$ cat src/rtl/daq_pkg.sv
// Shared types and constants for the AD7606 readout path and the FIFO reader side.
package daq_pkg;

    typedef enum logic [2:0] {
        IDLE     = 3'd0,
        CS_SETUP = 3'd1,
        RD_LOW   = 3'd2,
        WR_MSB   = 3'd3,
        WR_LSB   = 3'd4,
        RD_HIGH  = 3'd5,
        DONE     = 3'd6
    } state_e;

    localparam int AD7606_MAX_CH = 8;

    // Byte order of each 16-bit sample on the 8-bit FIFO stream; the reader relies on it.
    localparam bit MSB_FIRST = 1'b1;

    // Selects the first (second_i=0) or second (second_i=1) byte of a word in stream order.
    function automatic logic [7:0] word_byte(input logic [15:0] word_i, input logic second_i);
        logic lsb_sel;
        lsb_sel = (second_i == MSB_FIRST);
        return lsb_sel ? word_i[7:0] : word_i[15:8];
    endfunction

endpackage

$ cat src/rtl/ad7606_readout_ctrl_if.sv
// ADC parallel bus and FIFO write port of the AD7606 readout sequencer.
interface ad7606_readout_ctrl_if;
    logic        cs_o;
    logic        rd_o;
    logic        busy_i;
    logic        frstdata_i;
    logic [15:0] db_i;
    logic        fifo_wrfull_i;
    logic        fifo_wrreq_o;
    logic [7:0]  fifo_data_o;

    modport master (
        output cs_o, rd_o, fifo_wrreq_o, fifo_data_o,
        input  busy_i, frstdata_i, db_i, fifo_wrfull_i
    );

    modport slave (
        input  cs_o, rd_o, fifo_wrreq_o, fifo_data_o,
        output busy_i, frstdata_i, db_i, fifo_wrfull_i
    );
endinterface

$ cat src/rtl/ad7606_readout_ctrl_sync2.sv
// Two-flop synchronizer for the asynchronous AD7606 BUSY line; idles high.
module sync2 (
    input  logic clk_i,
    input  logic reset_ni,
    input  logic d_i,
    output logic q_o
);

    logic s1_q;
    logic s2_q;

    // Synchronizer chain, resets to the BUSY idle level.
    always_ff @(posedge clk_i or negedge reset_ni) begin
        if (!reset_ni) begin
            s1_q <= 1'b1;
            s2_q <= 1'b1;
        end else begin
            s1_q <= d_i;
            s2_q <= s1_q;
        end
    end

    assign q_o = s2_q;

endmodule

$ cat src/rtl/ad7606_readout_ctrl.sv
// AD7606 readout sequencer: reads NUM_CH words per conversion into an 8-bit FIFO.
// Optional FRSTDATA alignment check enabled by defining DAQ_FRSTDATA_CHECK_EN.
module ad7606_readout_ctrl
    import daq_pkg::*;
#(
    parameter int NUM_CH      = 8,
    parameter int RD_LOW_CYC  = 2,
    parameter int RD_HIGH_CYC = 2
) (
    input  logic                  clk_i,
    input  logic                  reset_ni,
    input  logic                  en_i,
    input  logic                  clr_i,
    ad7606_readout_ctrl_if.master bus,
    output logic                  frame_done_o,
    output logic                  overrun_o,
    output logic                  frst_err_o
);

    localparam int CH_W  = $clog2(AD7606_MAX_CH);
    localparam int CNT_W = 8;
    localparam logic [CH_W-1:0]  LAST_CH      = CH_W'(NUM_CH - 1);
    localparam logic [CNT_W-1:0] RD_LOW_LAST  = CNT_W'(RD_LOW_CYC - 1);
    localparam logic [CNT_W-1:0] RD_HIGH_LAST = CNT_W'(RD_HIGH_CYC - 1);

    state_e           state_q, state_d;
    logic [CH_W-1:0]  ch_q, ch_d;
    logic [CNT_W-1:0] cyc_q, cyc_d;
    logic [15:0]      db_q, db_d;
    logic [7:0]       data_q, data_d;
    logic             cs_q, cs_d;
    logic             rd_q, rd_d;
    logic             done_q, done_d;
    logic             ovr_q, ovr_d;
    logic             frst_q, frst_d;
    logic             busy_prev_q, busy_prev_d;

    logic busy_sync_s;
    logic fall_s;
    logic capture_s;
    logic wr_go_s;
    logic frst_set_s;

    sync2 u_busy_sync (
        .clk_i    (clk_i),
        .reset_ni (reset_ni),
        .d_i      (bus.busy_i),
        .q_o      (busy_sync_s)
    );

    assign fall_s    = busy_prev_q & ~busy_sync_s;
    assign capture_s = (state_q == RD_LOW) && (cyc_q == RD_LOW_LAST);
    // Full gates the strobe in the same cycle so a byte is never pushed into a full FIFO.
    assign wr_go_s   = ((state_q == WR_MSB) || (state_q == WR_LSB)) && !bus.fifo_wrfull_i;

`ifdef DAQ_FRSTDATA_CHECK_EN
    assign frst_set_s = capture_s &&
                        ((ch_q == '0) ? !bus.frstdata_i : bus.frstdata_i);
`else
    logic frst_unused_s;
    assign frst_unused_s = bus.frstdata_i;
    assign frst_set_s    = 1'b0;
`endif

    // Next-state, datapath and registered-output computation.
    always_comb begin
        state_d     = state_q;
        ch_d        = ch_q;
        cyc_d       = cyc_q;
        db_d        = db_q;
        data_d      = data_q;
        busy_prev_d = busy_sync_s;

        case (state_q)
            IDLE: begin
                if (fall_s && en_i) begin
                    state_d = CS_SETUP;
                end else begin
                    state_d = IDLE;
                end
            end
            CS_SETUP: begin
                state_d = RD_LOW;
                cyc_d   = '0;
            end
            RD_LOW: begin
                if (capture_s) begin
                    state_d = WR_MSB;
                    db_d    = bus.db_i;
                    data_d  = word_byte(bus.db_i, 1'b0);
                end else begin
                    cyc_d = cyc_q + CNT_W'(1);
                end
            end
            WR_MSB: begin
                if (wr_go_s) begin
                    state_d = WR_LSB;
                    data_d  = word_byte(db_q, 1'b1);
                end else begin
                    state_d = WR_MSB;
                end
            end
            WR_LSB: begin
                if (!wr_go_s) begin
                    state_d = WR_LSB;
                end else if (ch_q == LAST_CH) begin
                    state_d = DONE;
                end else begin
                    ch_d    = ch_q + CH_W'(1);
                    cyc_d   = '0;
                    state_d = (RD_HIGH_CYC == 0) ? RD_LOW : RD_HIGH;
                end
            end
            RD_HIGH: begin
                if (cyc_q == RD_HIGH_LAST) begin
                    state_d = RD_LOW;
                    cyc_d   = '0;
                end else begin
                    cyc_d = cyc_q + CNT_W'(1);
                end
            end
            DONE: begin
                state_d = IDLE;
                ch_d    = '0;
            end
            default: begin
                state_d = IDLE;
                ch_d    = '0;
                cyc_d   = '0;
            end
        endcase

        cs_d   = (state_d == IDLE) || (state_d == DONE);
        rd_d   = (state_d != RD_LOW);
        done_d = (state_d == DONE);

        // Set wins over clear on both sticky flags.
        if (fall_s && (state_q != IDLE)) begin
            ovr_d = 1'b1;
        end else if (clr_i) begin
            ovr_d = 1'b0;
        end else begin
            ovr_d = ovr_q;
        end

        if (frst_set_s) begin
            frst_d = 1'b1;
        end else if (clr_i) begin
            frst_d = 1'b0;
        end else begin
            frst_d = frst_q;
        end
    end

    // Sequencer state and registered outputs.
    always_ff @(posedge clk_i or negedge reset_ni) begin
        if (!reset_ni) begin
            state_q     <= IDLE;
            ch_q        <= '0;
            cyc_q       <= '0;
            db_q        <= 16'h0000;
            data_q      <= 8'h00;
            cs_q        <= 1'b1;
            rd_q        <= 1'b1;
            done_q      <= 1'b0;
            ovr_q       <= 1'b0;
            frst_q      <= 1'b0;
            busy_prev_q <= 1'b1;
        end else begin
            state_q     <= state_d;
            ch_q        <= ch_d;
            cyc_q       <= cyc_d;
            db_q        <= db_d;
            data_q      <= data_d;
            cs_q        <= cs_d;
            rd_q        <= rd_d;
            done_q      <= done_d;
            ovr_q       <= ovr_d;
            frst_q      <= frst_d;
            busy_prev_q <= busy_prev_d;
        end
    end

    assign bus.cs_o         = cs_q;
    assign bus.rd_o         = rd_q;
    assign bus.fifo_wrreq_o = wr_go_s;
    assign bus.fifo_data_o  = data_q;
    assign frame_done_o     = done_q;
    assign overrun_o        = ovr_q;
    assign frst_err_o       = frst_q;

endmodule

$ cat src/flat_wrapper.sv
// flat-port wrapper written by rule: the top's interface ports become plain ports
module ad7606_readout_ctrl_flat import daq_pkg::*;
#(
    parameter int NUM_CH      = 8,
    parameter int RD_LOW_CYC  = 2,
    parameter int RD_HIGH_CYC = 2
)
  (clk_i, reset_ni, en_i, clr_i, frame_done_o, overrun_o, frst_err_o, bus_cs_o, bus_rd_o, bus_fifo_wrreq_o, bus_fifo_data_o, bus_busy_i, bus_frstdata_i, bus_db_i, bus_fifo_wrfull_i);
  ad7606_readout_ctrl_if bus_i ();
  input  logic clk_i;
  input  logic reset_ni;
  input  logic en_i;
  input  logic clr_i;
  output logic frame_done_o;
  output logic overrun_o;
  output logic frst_err_o;
  output wire logic [$bits(bus_i.cs_o)-1:0] bus_cs_o;
  output wire logic [$bits(bus_i.rd_o)-1:0] bus_rd_o;
  output wire logic [$bits(bus_i.fifo_wrreq_o)-1:0] bus_fifo_wrreq_o;
  output wire logic [$bits(bus_i.fifo_data_o)-1:0] bus_fifo_data_o;
  input wire logic [$bits(bus_i.busy_i)-1:0] bus_busy_i;
  input wire logic [$bits(bus_i.frstdata_i)-1:0] bus_frstdata_i;
  input wire logic [$bits(bus_i.db_i)-1:0] bus_db_i;
  input wire logic [$bits(bus_i.fifo_wrfull_i)-1:0] bus_fifo_wrfull_i;
  assign bus_cs_o = bus_i.cs_o;
  assign bus_rd_o = bus_i.rd_o;
  assign bus_fifo_wrreq_o = bus_i.fifo_wrreq_o;
  assign bus_fifo_data_o = bus_i.fifo_data_o;
  assign bus_i.busy_i = bus_busy_i;
  assign bus_i.frstdata_i = bus_frstdata_i;
  assign bus_i.db_i = bus_db_i;
  assign bus_i.fifo_wrfull_i = bus_fifo_wrfull_i;
  ad7606_readout_ctrl #(.NUM_CH(NUM_CH), .RD_LOW_CYC(RD_LOW_CYC), .RD_HIGH_CYC(RD_HIGH_CYC)) u_core (.clk_i(clk_i), .reset_ni(reset_ni), .en_i(en_i), .clr_i(clr_i), .bus(bus_i), .frame_done_o(frame_done_o), .overrun_o(overrun_o), .frst_err_o(frst_err_o));
endmodule
$ cat config.mk
export PLATFORM = sky130hd
export DESIGN_NAME = ad7606_readout_ctrl_flat
export DESIGN_NICKNAME = d
export VERILOG_FILES = /design/src/rtl/daq_pkg.sv /design/src/rtl/ad7606_readout_ctrl_if.sv /design/src/rtl/ad7606_readout_ctrl_sync2.sv /design/src/rtl/ad7606_readout_ctrl.sv /design/src/flat_wrapper.sv
export SDC_FILE = /design/constraint.sdc
export NUM_CORES = 1
export LEC_CHECK = 0
export CAP_MARGIN = 20
export CORE_MARGIN = 4
export CORE_UTILIZATION = 55
export DETAILED_ROUTE_END_ITERATION = 7
export PLACE_DENSITY = 0.94
export REMOVE_ABC_BUFFERS = 1
export SYNTH_ARGS = -nofsm -noshare
export SYNTH_HDL_FRONTEND = slang
export SYNTH_SLANG_ARGS = --single-unit
$ cat constraint.sdc
create_clock -name clk_i -period 3.2 [get_ports clk_i]
set_input_delay 0.48 -clock clk_i [delete_from_list [all_inputs] [get_ports clk_i]]
set_output_delay 0.48 -clock clk_i [all_outputs]
set_load 0.005 [all_outputs]
### After elaboration in Yosys (flattened, before gate mapping)

Index checks and enable logic that the tools add are counted.

| storage, ports and cells | value |
|---|---|
| flip-flop bits (word level) | 37 |
| latch bits | 0 |
| memory bits (writable) | 0 |
| ROM bits | 0 |
| bits of input ports | 23 |
| output and inout bits | 14 |
| logic and storage cells | 71 |
| memories | 0 |

| cells by class | value |
|---|---|
| $add $sub $neg | 2 |
| $mul | 0 |
| divide/modulo/power cells | 0 |
| magnitude comparators | 0 |
| equal/unequal tests | 15 |
| shifts and indexed selects | 0 |
| muxes and demuxes | 20 |
| bitwise operators | 4 |
| reduce and logical (&&, ||, !) cells | 18 |

Operator list:

| cell | count |
|---|---|
| $mux W8 | 6 |
| $pmux W8 S4 | 1 |
| $mux W3 | 6 |
| $pmux W3 S6 | 1 |
| $pmux W8 S2 | 1 |
| $eq A3 B3 Y1 const B | 5 |
| $add A8 B1 Y8 const B | 1 |
| $eq A8 B1 Y1 const B | 1 |
| $ne A2 B2 Y1 const B | 4 |
| $eq A3 B2 Y1 const B | 2 |
| $logic_not A3 Y1 | 2 |
| $pmux W3 S2 | 1 |
| $reduce_and A3 Y1 | 2 |
| $reduce_or A5 Y1 | 1 |
| $logic_and A1 B1 Y1 | 4 |
| $reduce_and A4 Y1 | 1 |
| $reduce_bool A2 Y1 | 2 |
| $add A3 B1 Y3 const B | 1 |
| $eq A3 B1 Y1 const B | 1 |
| $mux W1 | 3 |
| $ne A3 B2 Y1 const B | 1 |
| $not A1 Y1 | 3 |
| $reduce_bool A3 Y1 | 1 |
| $reduce_or A3 Y1 | 1 |
| other kinds (6) | 7 |

### Depth between registers and ports, before layout

Gate-level depths: netlist of the first run.

| depth | value |
|---|---|
| depth in word-level cells | 7 |
| gate-level depth with buffers | 7 |
| depth with buffers taken out | 6 |

### Cells and area by module

From an unflattened synthesis of the first run, not the netlist that was laid out.

| second synthesis, totals | value |
|---|---|
| cell total of the unflattened synthesis | 187 |
| area total of the unflattened synthesis | 1764.2 um2 |

By module, submodules not included:

| module | instances | cells an instance | area each (um2) |
|---|---|---|---|
| ad7606_readout_ctrl | 1 | 185 | 1711.6 |
| sync2 | 1 | 2 | 52.6 |

### Least setup slack after synthesis of the first run

Ideal clock, no wire load.

| path | value |
|---|---|
| kind | reg2reg |
| start | register u_core.cyc_q[1] |
| end | register u_core.db_q[3] |
| setup time | 0.125 ns |
| data arrival time | 1.854 ns |
| setup slack | 1.221 ns |
| stages on the path, launching flop included | 7 |
| buffers on the path | 1 |
| clock period less this slack | 1.979 ns |
| cell sequence | dfrtp_1 inv_1 ha_1 or3b_2 nor3_4 buf_6 mux2_2 |

| on the way | value |
|---|---|
| cells in the longest elaborated chain, start to end | 3 |

Ends and longest elaborated chain:

| element | line | source |
|---|---|---|
| from (decl) | ad7606_readout_ctrl.sv:28 | `logic [CNT_W-1:0] cyc_q, cyc_d;` |
| from (signal assigned) | ad7606_readout_ctrl.sv:172 | `cyc_q <= cyc_d;` |
| $eq A8 B1 Y1 | ad7606_readout_ctrl.sv:52 | `assign capture_s = (state_q == RD_LOW) && (cyc_q == RD_LOW_LAST);` |
| $logic_and A1 B1 Y1 | ad7606_readout_ctrl.sv:52 |  |
| $reduce_and A2 Y1 (no line) | - |  |
| to (signal assigned) | ad7606_readout_ctrl.sv:161 | `db_q <= 16'h0000;` |
| to (signal assigned) | ad7606_readout_ctrl.sv:173 | `db_q <= db_d;` |
| to (decl) | ad7606_readout_ctrl.sv:29 | `logic [15:0] db_q, db_d;` |

Every way passes these cells.
A chain may end at the register's enable or synchronous reset.

### Final worst setup path of the first run

| path | value |
|---|---|
| start | register u_core.state_q[0] |
| end | output port bus_fifo_wrreq_o |

| on the way | value |
|---|---|
| cells in the longest elaborated chain, start to end | 3 |
| elaborated cells between the ends (all ways) | 4 |

Ends and longest elaborated chain:

| element | line | source |
|---|---|---|
| from (decl) | ad7606_readout_ctrl.sv:26 | `state_e state_q, state_d;` |
| from (signal assigned) | ad7606_readout_ctrl.sv:170 | `state_q <= state_d;` |
| $eq A3 B2 Y1 or $eq A3 B3 Y1 (tied branches) | ad7606_readout_ctrl.sv:54 | `assign wr_go_s = ((state_q == WR_MSB) \|\| (state_q == WR_LSB)) && !bus.fifo_wrfull_i;` |
| $logic_or A1 B1 Y1 * | ad7606_readout_ctrl.sv:54 |  |
| $logic_and A1 B1 Y1 * | ad7606_readout_ctrl.sv:54 |  |
| to (decl) | flat_wrapper.sv:19 | `output wire logic [$bits(bus_i.fifo_wrreq_o)-1:0] bus_fifo_wrreq_o;` |

Every way passes the cells marked *; elsewhere a longest branch is shown, timed or not.

==> results of run 1 <==
-- layout make-up --
cell class	count	area [sq um]
multi-input combinational	116	899.6
timing repair buffer	37	357.8
clock buffer	6	41.29
clock inverter	2	35.03
sequential	37	932.1
fill	273	1006
tap	46	57.56
inverter	9	33.78
-- worst min-delay path by stage --
stage                                       endpoint  slack, ns
2_1_floorplan  u_core.bus.fifo_data_o[0]$_DFFE_PN0P_       0.18
3_3_place_gp        u_core.u_busy_sync.q_o$_DFF_PN1_       0.35
3_5_place_dp        u_core.u_busy_sync.q_o$_DFF_PN1_       0.35
4_1_cts        u_core.bus.fifo_data_o[2]$_DFFE_PN0P_       0.25
5_1_grt        u_core.bus.fifo_data_o[0]$_DFFE_PN0P_       0.29
6_report       u_core.bus.fifo_data_o[2]$_DFFE_PN0P_       0.24
-- layout by cell type (no fill, tap or decap), types with 3 or more instances in the layout --
cell type / synthesis / final
a21oi_1: 9 / 9
o31ai_1: 3 / 3
o22ai_1: 5 / 5
clkbuf_4: 0 / 5
dfrtp_1: 32 / 32
nor3b_1: 4 / 4
nand3_1: 4 / 4
ha_1: 4 / 4
mux2_2: 24 / 24
a22oi_1: 4 / 4
nand2_1: 7 / 7
nor2b_1: 3 / 3
o21ai_0: 8 / 8
inv_1: 9 / 9
or4_1: 3 / 3
buf_4: 1 / 3
nor2_1: 3 / 3
dfstp_2: 5 / 5
clkdlybuf4s50_1: 0 / 33
-- power breakdown --
| part | switching (mW) | internal [mW] | total, mW |
|---|---|---|---|
| Clock | 0.156 | 0.164 | 0.320 |
| Sequential | 0.135 | 0.640 | 0.775 |
| Combinational | 0.371 | 0.470 | 0.841 |
-- per-layer routing --
layer / wire length [um] / vias to the layer above
li1: - / 703
met1: 1704 / 706
met2: 1877 / 48
met3: 283 / 5
met4: 55 / 0
met5: 0 / -
-- Yosys cell counts --
library cell | n | share of area
a211o_1 | 2 | 0.0091
a21oi_1 | 9 | 0.023
a21oi_2 | 1 | 0.0045
a22oi_1 | 4 | 0.016
a311o_1 | 1 | 0.0052
a31oi_1 | 1 | 0.0032
and2_1 | 1 | 0.0032
and3_1 | 2 | 0.0065
and3b_1 | 1 | 0.0045
buf_2 | 5 | 0.013
buf_4 | 1 | 0.0039
buf_6 | 2 | 0.012
clkbuf_1 | 3 | 0.0058
conb_1 | 1 | 0.0019
dfrtp_1 | 32 | 0.41
dfstp_2 | 5 | 0.068
ha_1 | 4 | 0.026
inv_1 | 9 | 0.017
mux2_2 | 24 | 0.14
nand2_1 | 7 | 0.014
nand2b_1 | 2 | 0.0065
nand2b_4 | 1 | 0.0071
nand3_1 | 4 | 0.010
nor2_1 | 3 | 0.0058
nor2b_1 | 3 | 0.0097
nor3_1 | 2 | 0.0052
nor3_4 | 1 | 0.0084
nor3b_1 | 4 | 0.016
nor4_1 | 2 | 0.0065
nor4b_1 | 2 | 0.0091
o211ai_1 | 1 | 0.0039
o21ai_0 | 8 | 0.021
o22ai_1 | 5 | 0.016
o311ai_1 | 1 | 0.0045
o31ai_1 | 3 | 0.012
o32ai_1 | 2 | 0.0091
o41ai_1 | 2 | 0.0091
or2_2 | 2 | 0.0065
or3_1 | 2 | 0.0065
or3b_2 | 2 | 0.0091
or4_1 | 3 | 0.012
or4_4 | 1 | 0.0058
or4b_2 | 2 | 0.010
-- stage by stage --
step / hold slack, ns / worst slack [ns]
after floorplan: 0.1844 / 1.005
after global placement: 0.3459 / 0.7072
after detailed placement: 0.3495 / 0.6063
after CTS: 0.2483 / 0.3894
after global routing: 0.2915 / 0.2442
final: 0.2421 / 0.4140
-- flip-flops by register name, summed over array words and instances, names as in the netlist, 3 cells and up --
name / flops
u_core.ch_q: 3
u_core.cyc_q: 8
u_core.bus.fifo_data_o: 8
u_core.state_q: 3
u_core.db_q: 8
-- cells by family (layout without fill, tap and decap cells) --
kind of cell | count (synthesis) | in the layout
AOI/OAI and AO/OA | 40 | 40
adders and majority gates | 4 | 4
buffers and inverters | 20 | 54
DFF | 37 | 37
muxes | 24 | 24
other | 1 | 1
and+or+nand+nor | 47 | 47
==> results.cfg, run 1 <==
[outcome]
outcome = completed

[layout]
drive_above_1_share = 0.2415
area_delta_synth_final_pct = 22.02
n_antenna_cell = 0
post-route-util = 0.7009
final_area_sq_um = 2357
nNetsFinal = 233
stdcell_count = 253

[grt]
grt_pass1_wl_mm = 6.423
grt.total_usage = 0.1914
grt.overflow.total = 0
grt_start_max_net_pins = 38
gr-usage-met3 = 0.07155
antenna_found_initial = 0
top_usage_layer = met2
grt_pass1_vias = 1464
met1_usage = 0.2258
grtUsageMet2 = 0.3202

[place]
place_inst = 245
place.gp.congestion = 0.8184
dp_hpwl_mm = 2.842
place_area_sq_um = 2281
port_buffers = 34

[clocking]
cts-root-buf = clkbuf_4
cts_buffers = 5
clk_path_buf_depth = 2
cts_sinks = 37
cts_tree = built
cts.repair.resized = 0
clk_transition_reported_paths_ns = 0.12
postCtsSetupBuffers = 0
clk-insertion-delay-late_ns = 0.35
cts_htree_levels = 2
cts-hold-fix-buffers = 0

[power]
powerDensity_nw_per_um2 = 821.3
p_leak_nw = 0.9496
finalPower_mw = 1.936
ir_drop_mv = 0.4272

[timing]
max_freq_mhz = 358.9
layout_worst_path_cycle_share = 0.8706
final-hold-violation-count = 0
finClkSkew_ns = 0.02421
worst_slew_pin_slew_ns = 0.9075
relSlewSlack = 0.3950
setup_tns_ns = 0
setup_viol = 0
min_period_ns = 2.786
slew_viol_final = 0
rsz0062_at_grt = no

[floorplanning]
die-area_sq_um = 4525
die_w_um = 67.27
io_pins = 37
coreArea_sq_um = 3363
start_util = 0.5744
dieHeight_um = 67.27
std_cell_rows = 21

[logic_synthesis]
avgSynthCellArea_sq_um = 11.17
yosysSeqAreaShare = 0.4825
syn_area_sq_um = 1932
synth_top_family_by_area = simple AND/OR/NAND/NOR gates
yosysWarningCount = 0
synth_xor_area_frac = 0
synth-compound-area-share = 0.1360
synth_mux_area_frac = 0.1399
synth_fa_ha_area_frac = 0.02591
synthDistinctLibCells = 43
synthCells = 173
ys_ff_latch = 37
synthSimpleGateAreaFrac = 0.1619

[critical_path]
cp_num_cells = 4
cp_cell_sequence = inv_1 > or2_2 > a21oi_1 > clkdlybuf4s50_1
worstSetupEndpointType = output pin
r2r_setup_slack_ns = 0.91
cp_max_fo = 20
required_ns = 2.72
critPathSlowestCell = dfrtp_1
critPathKind = reg2out
critPathLaunchType = register
cp_top_family = flip-flops
r2r-end = u_core.cyc_q[7]$_DFFE_PN0P_
r2r-start = u_core.ch_q[0]$_DFFE_PN0P_
cp_num_buf_inv = 2
crit_end = bus_fifo_wrreq_o
slowest_delay_ns = 0.68
startpoint = u_core.state_q[0]$_DFF_PN0_
reg2reg_depth = 7
arrival_ns = 2.31

[detailed_routing]
drt_pass1_iterations = 5
wl_per_cell_um = 15.49
postRouteAntennaNets = 0
wirelength_mm = 3.920
dr_total_vias = 1462
vias_per_cell = 5.779
drt-initial-drc-count = 84
drc_errors = 0

[flow_run]
maxCapViolations = 0

[worst_hold_path]
hold_class = in2async
Power figures use the tool's default switching activity.
==> run 2, diff against run 1 <==
SKIP_CTS_REPAIR_TIMING = 1   (was not set)
==> results of run 2 <==
Same layout as run 1: the final DEF is identical, and so are final timing and power.
==> run 3, diff against run 2 <==
CORE_MARGIN = 2   (was 4)
CORE_UTILIZATION = 45   (was 55)
PLACE_DENSITY = 0.81   (was 0.94)
==> run 3 against run 2 <==
Net effect: design area grew 1.3%; die area grew 6.8%; final cell count grew 0.79%; clock power grew 31%; critical endpoint unchanged; largest power group is now sequential cells; highest routed layer unchanged.
==> results.cfg, run 3 (synthesis gave the netlist of run 1 again) <==
[outcome]
outcome = completed

[detailed_routing]
wirelength_mm = 3.773
drc_errors = 0
drt-initial-drc-count = 145
wl_per_cell_um = 14.80
drt_pass1_iterations = 4
postRouteAntennaNets = 0
vias_per_cell = 5.847
dr_total_vias = 1491

[floorplanning]
die_w_um = 69.52
io_pins = 37
dieHeight_um = 69.52
die-area_sq_um = 4833
coreArea_sq_um = 4058
std_cell_rows = 23
start_util = 0.4761

[grt]
antenna_found_initial = 0
grt.overflow.total = 0
grt_pass1_wl_mm = 6.810
grt_start_max_net_pins = 38
grt_pass1_vias = 1501
grt.total_usage = 0.1756

[place]
place.gp.congestion = 0.7927
dp_hpwl_mm = 2.551
place_area_sq_um = 2271
port_buffers = 34

[clocking]
cts_sinks = 37
cts-root-buf = clkbuf_8
clk_transition_reported_paths_ns = 0.07
cts_tree = built
clk_path_buf_depth = 2
clk-insertion-delay-late_ns = 0.29
cts_buffers = 5
cts_htree_levels = 2

[critical_path]
reg2reg_depth = 3
slowest_delay_ns = 0.73
critPathSlowestCell = dfrtp_1
r2r-start = u_core.state_q[1]$_DFF_PN0_
required_ns = 2.72
r2r-end = u_core.db_q[1]$_DFFE_PN0P_
critPathLaunchType = register
worstSetupEndpointType = output pin
arrival_ns = 2.26
cp_cell_sequence = nand2b_4 > or2_2 > a21oi_1 > clkdlybuf4s50_1
r2r_setup_slack_ns = 0.80
cp_max_fo = 20
critPathKind = reg2out

[layout]
regArea_sq_um = 932.1
layout_common_cells = clkdlybuf4s50_1 (33), dfrtp_1 (32), mux2_2 (24), inv_1 (9), a21oi_1 (9)
layout_commonest_cell = clkdlybuf4s50_1
drive_above_1_share = 0.2341
final_area_sq_um = 2387
n_antenna_cell = 0
multi_input_area_sq_um = 899.6
n_fill_cell = 352
nNetsFinal = 231
area_delta_synth_final_pct = 23.58

[power]
ir_drop_mv = 0.4180
seqPwrFrac = 0.401
switching_power_mw = 0.6709
clkPwrFrac = 0.207
p_comb_frac = 0.392
switching_share = 0.3315
powerDensity_nw_per_um2 = 847.6
p_leak_nw = 0.9554
p_int_mw = 1.353

[timing]
setup_viol = 0
slew_viol_final = 0
max_freq_mhz = 364.8
finClkSkew_ns = 0.006962
rsz0062_at_grt = no
setup_tns_ns = 0
min_period_ns = 2.741
layout_worst_path_cycle_share = 0.8567
worst_slew_pin_slew_ns = 0.8332
final-hold-violation-count = 0
relSlewSlack = 0.4445

[flow_run]
maxCapViolations = 0

[worst_hold_path]
hold_class = in2async
run 3: final cells by class:
class	count	area share
clock buffer	7	0.03616
clock inverter	1	0.01258
inverter	9	0.01415
multi-input combinational	116	0.3768
sequential	37	0.3905
tap	50	0.02621
timing repair buffer	35	0.1436
run 3: metal layers:
layer  vias to the layer above  GRT usage  wire, um
met3                         7    0.06541       225
met4                         0    0.06100        51
li1                        703          -         -
met5                         -          0         0
met1                       749     0.2156      1679
met2                        32     0.2842      1816
run 3: worst max path at each step:
stage / start / to / slack [ns] / cells after the start
2_1_floorplan: u_core.state_q[1]$_DFF_PN0_ / u_core.cyc_q[7]$_DFFE_PN0P_ / 1.01 / 4
3_3_place_gp: bus_fifo_wrfull_i / u_core.cyc_q[7]$_DFFE_PN0P_ / 0.72 / 6
3_5_place_dp: bus_fifo_wrfull_i / u_core.cyc_q[7]$_DFFE_PN0P_ / 0.67 / 6
4_1_cts: u_core.state_q[1]$_DFF_PN0_ / bus_fifo_wrreq_o / 0.46 / 4
5_1_grt: u_core.state_q[0]$_DFF_PN0_ / bus_fifo_wrreq_o / 0.33 / 4
6_report: u_core.state_q[1]$_DFF_PN0_ / bus_fifo_wrreq_o / 0.46 / 4
run 3: critical path, delay by kind of cell (launching register included):
kind,cells,cell delay [ns]
simple gates,2,0.52
buf+inv,1,0.52
compound gates,1,0.19
flops,1,0.73
run 3: power groups by stage:
| stage | clock [mW] | combinational, mW | sequential (mW) |
|---|---|---|---|
| floorplan | 0 | 0.490 | 0.784 |
| global placement | 0 | 0.772 | 0.810 |
| detailed placement | 0 | 0.791 | 0.814 |
| CTS | 0.430 | 0.801 | 0.810 |
| global route | 0.451 | 0.875 | 0.842 |
| finish | 0.420 | 0.792 | 0.811 |
run 3: metrics by stage:
step | cells | setup WS [ns] | total power, mW | utilization | hold WS [ns]
2_1_floorplan | 162 | 1.005 | 1.274 | - | 0.1844
3_3_place_gp | 247 | 0.7205 | 1.581 | 0.5597 | 0.3457
3_5_place_dp | 247 | 0.6735 | 1.606 | 0.5597 | 0.3511
4_1_cts | 255 | 0.4602 | 2.040 | 0.5883 | 0.3000
5_1_grt | 255 | 0.3345 | 2.168 | 0.5883 | 0.3489
6_report | 255 | 0.4586 | 2.024 | 0.5883 | 0.2855
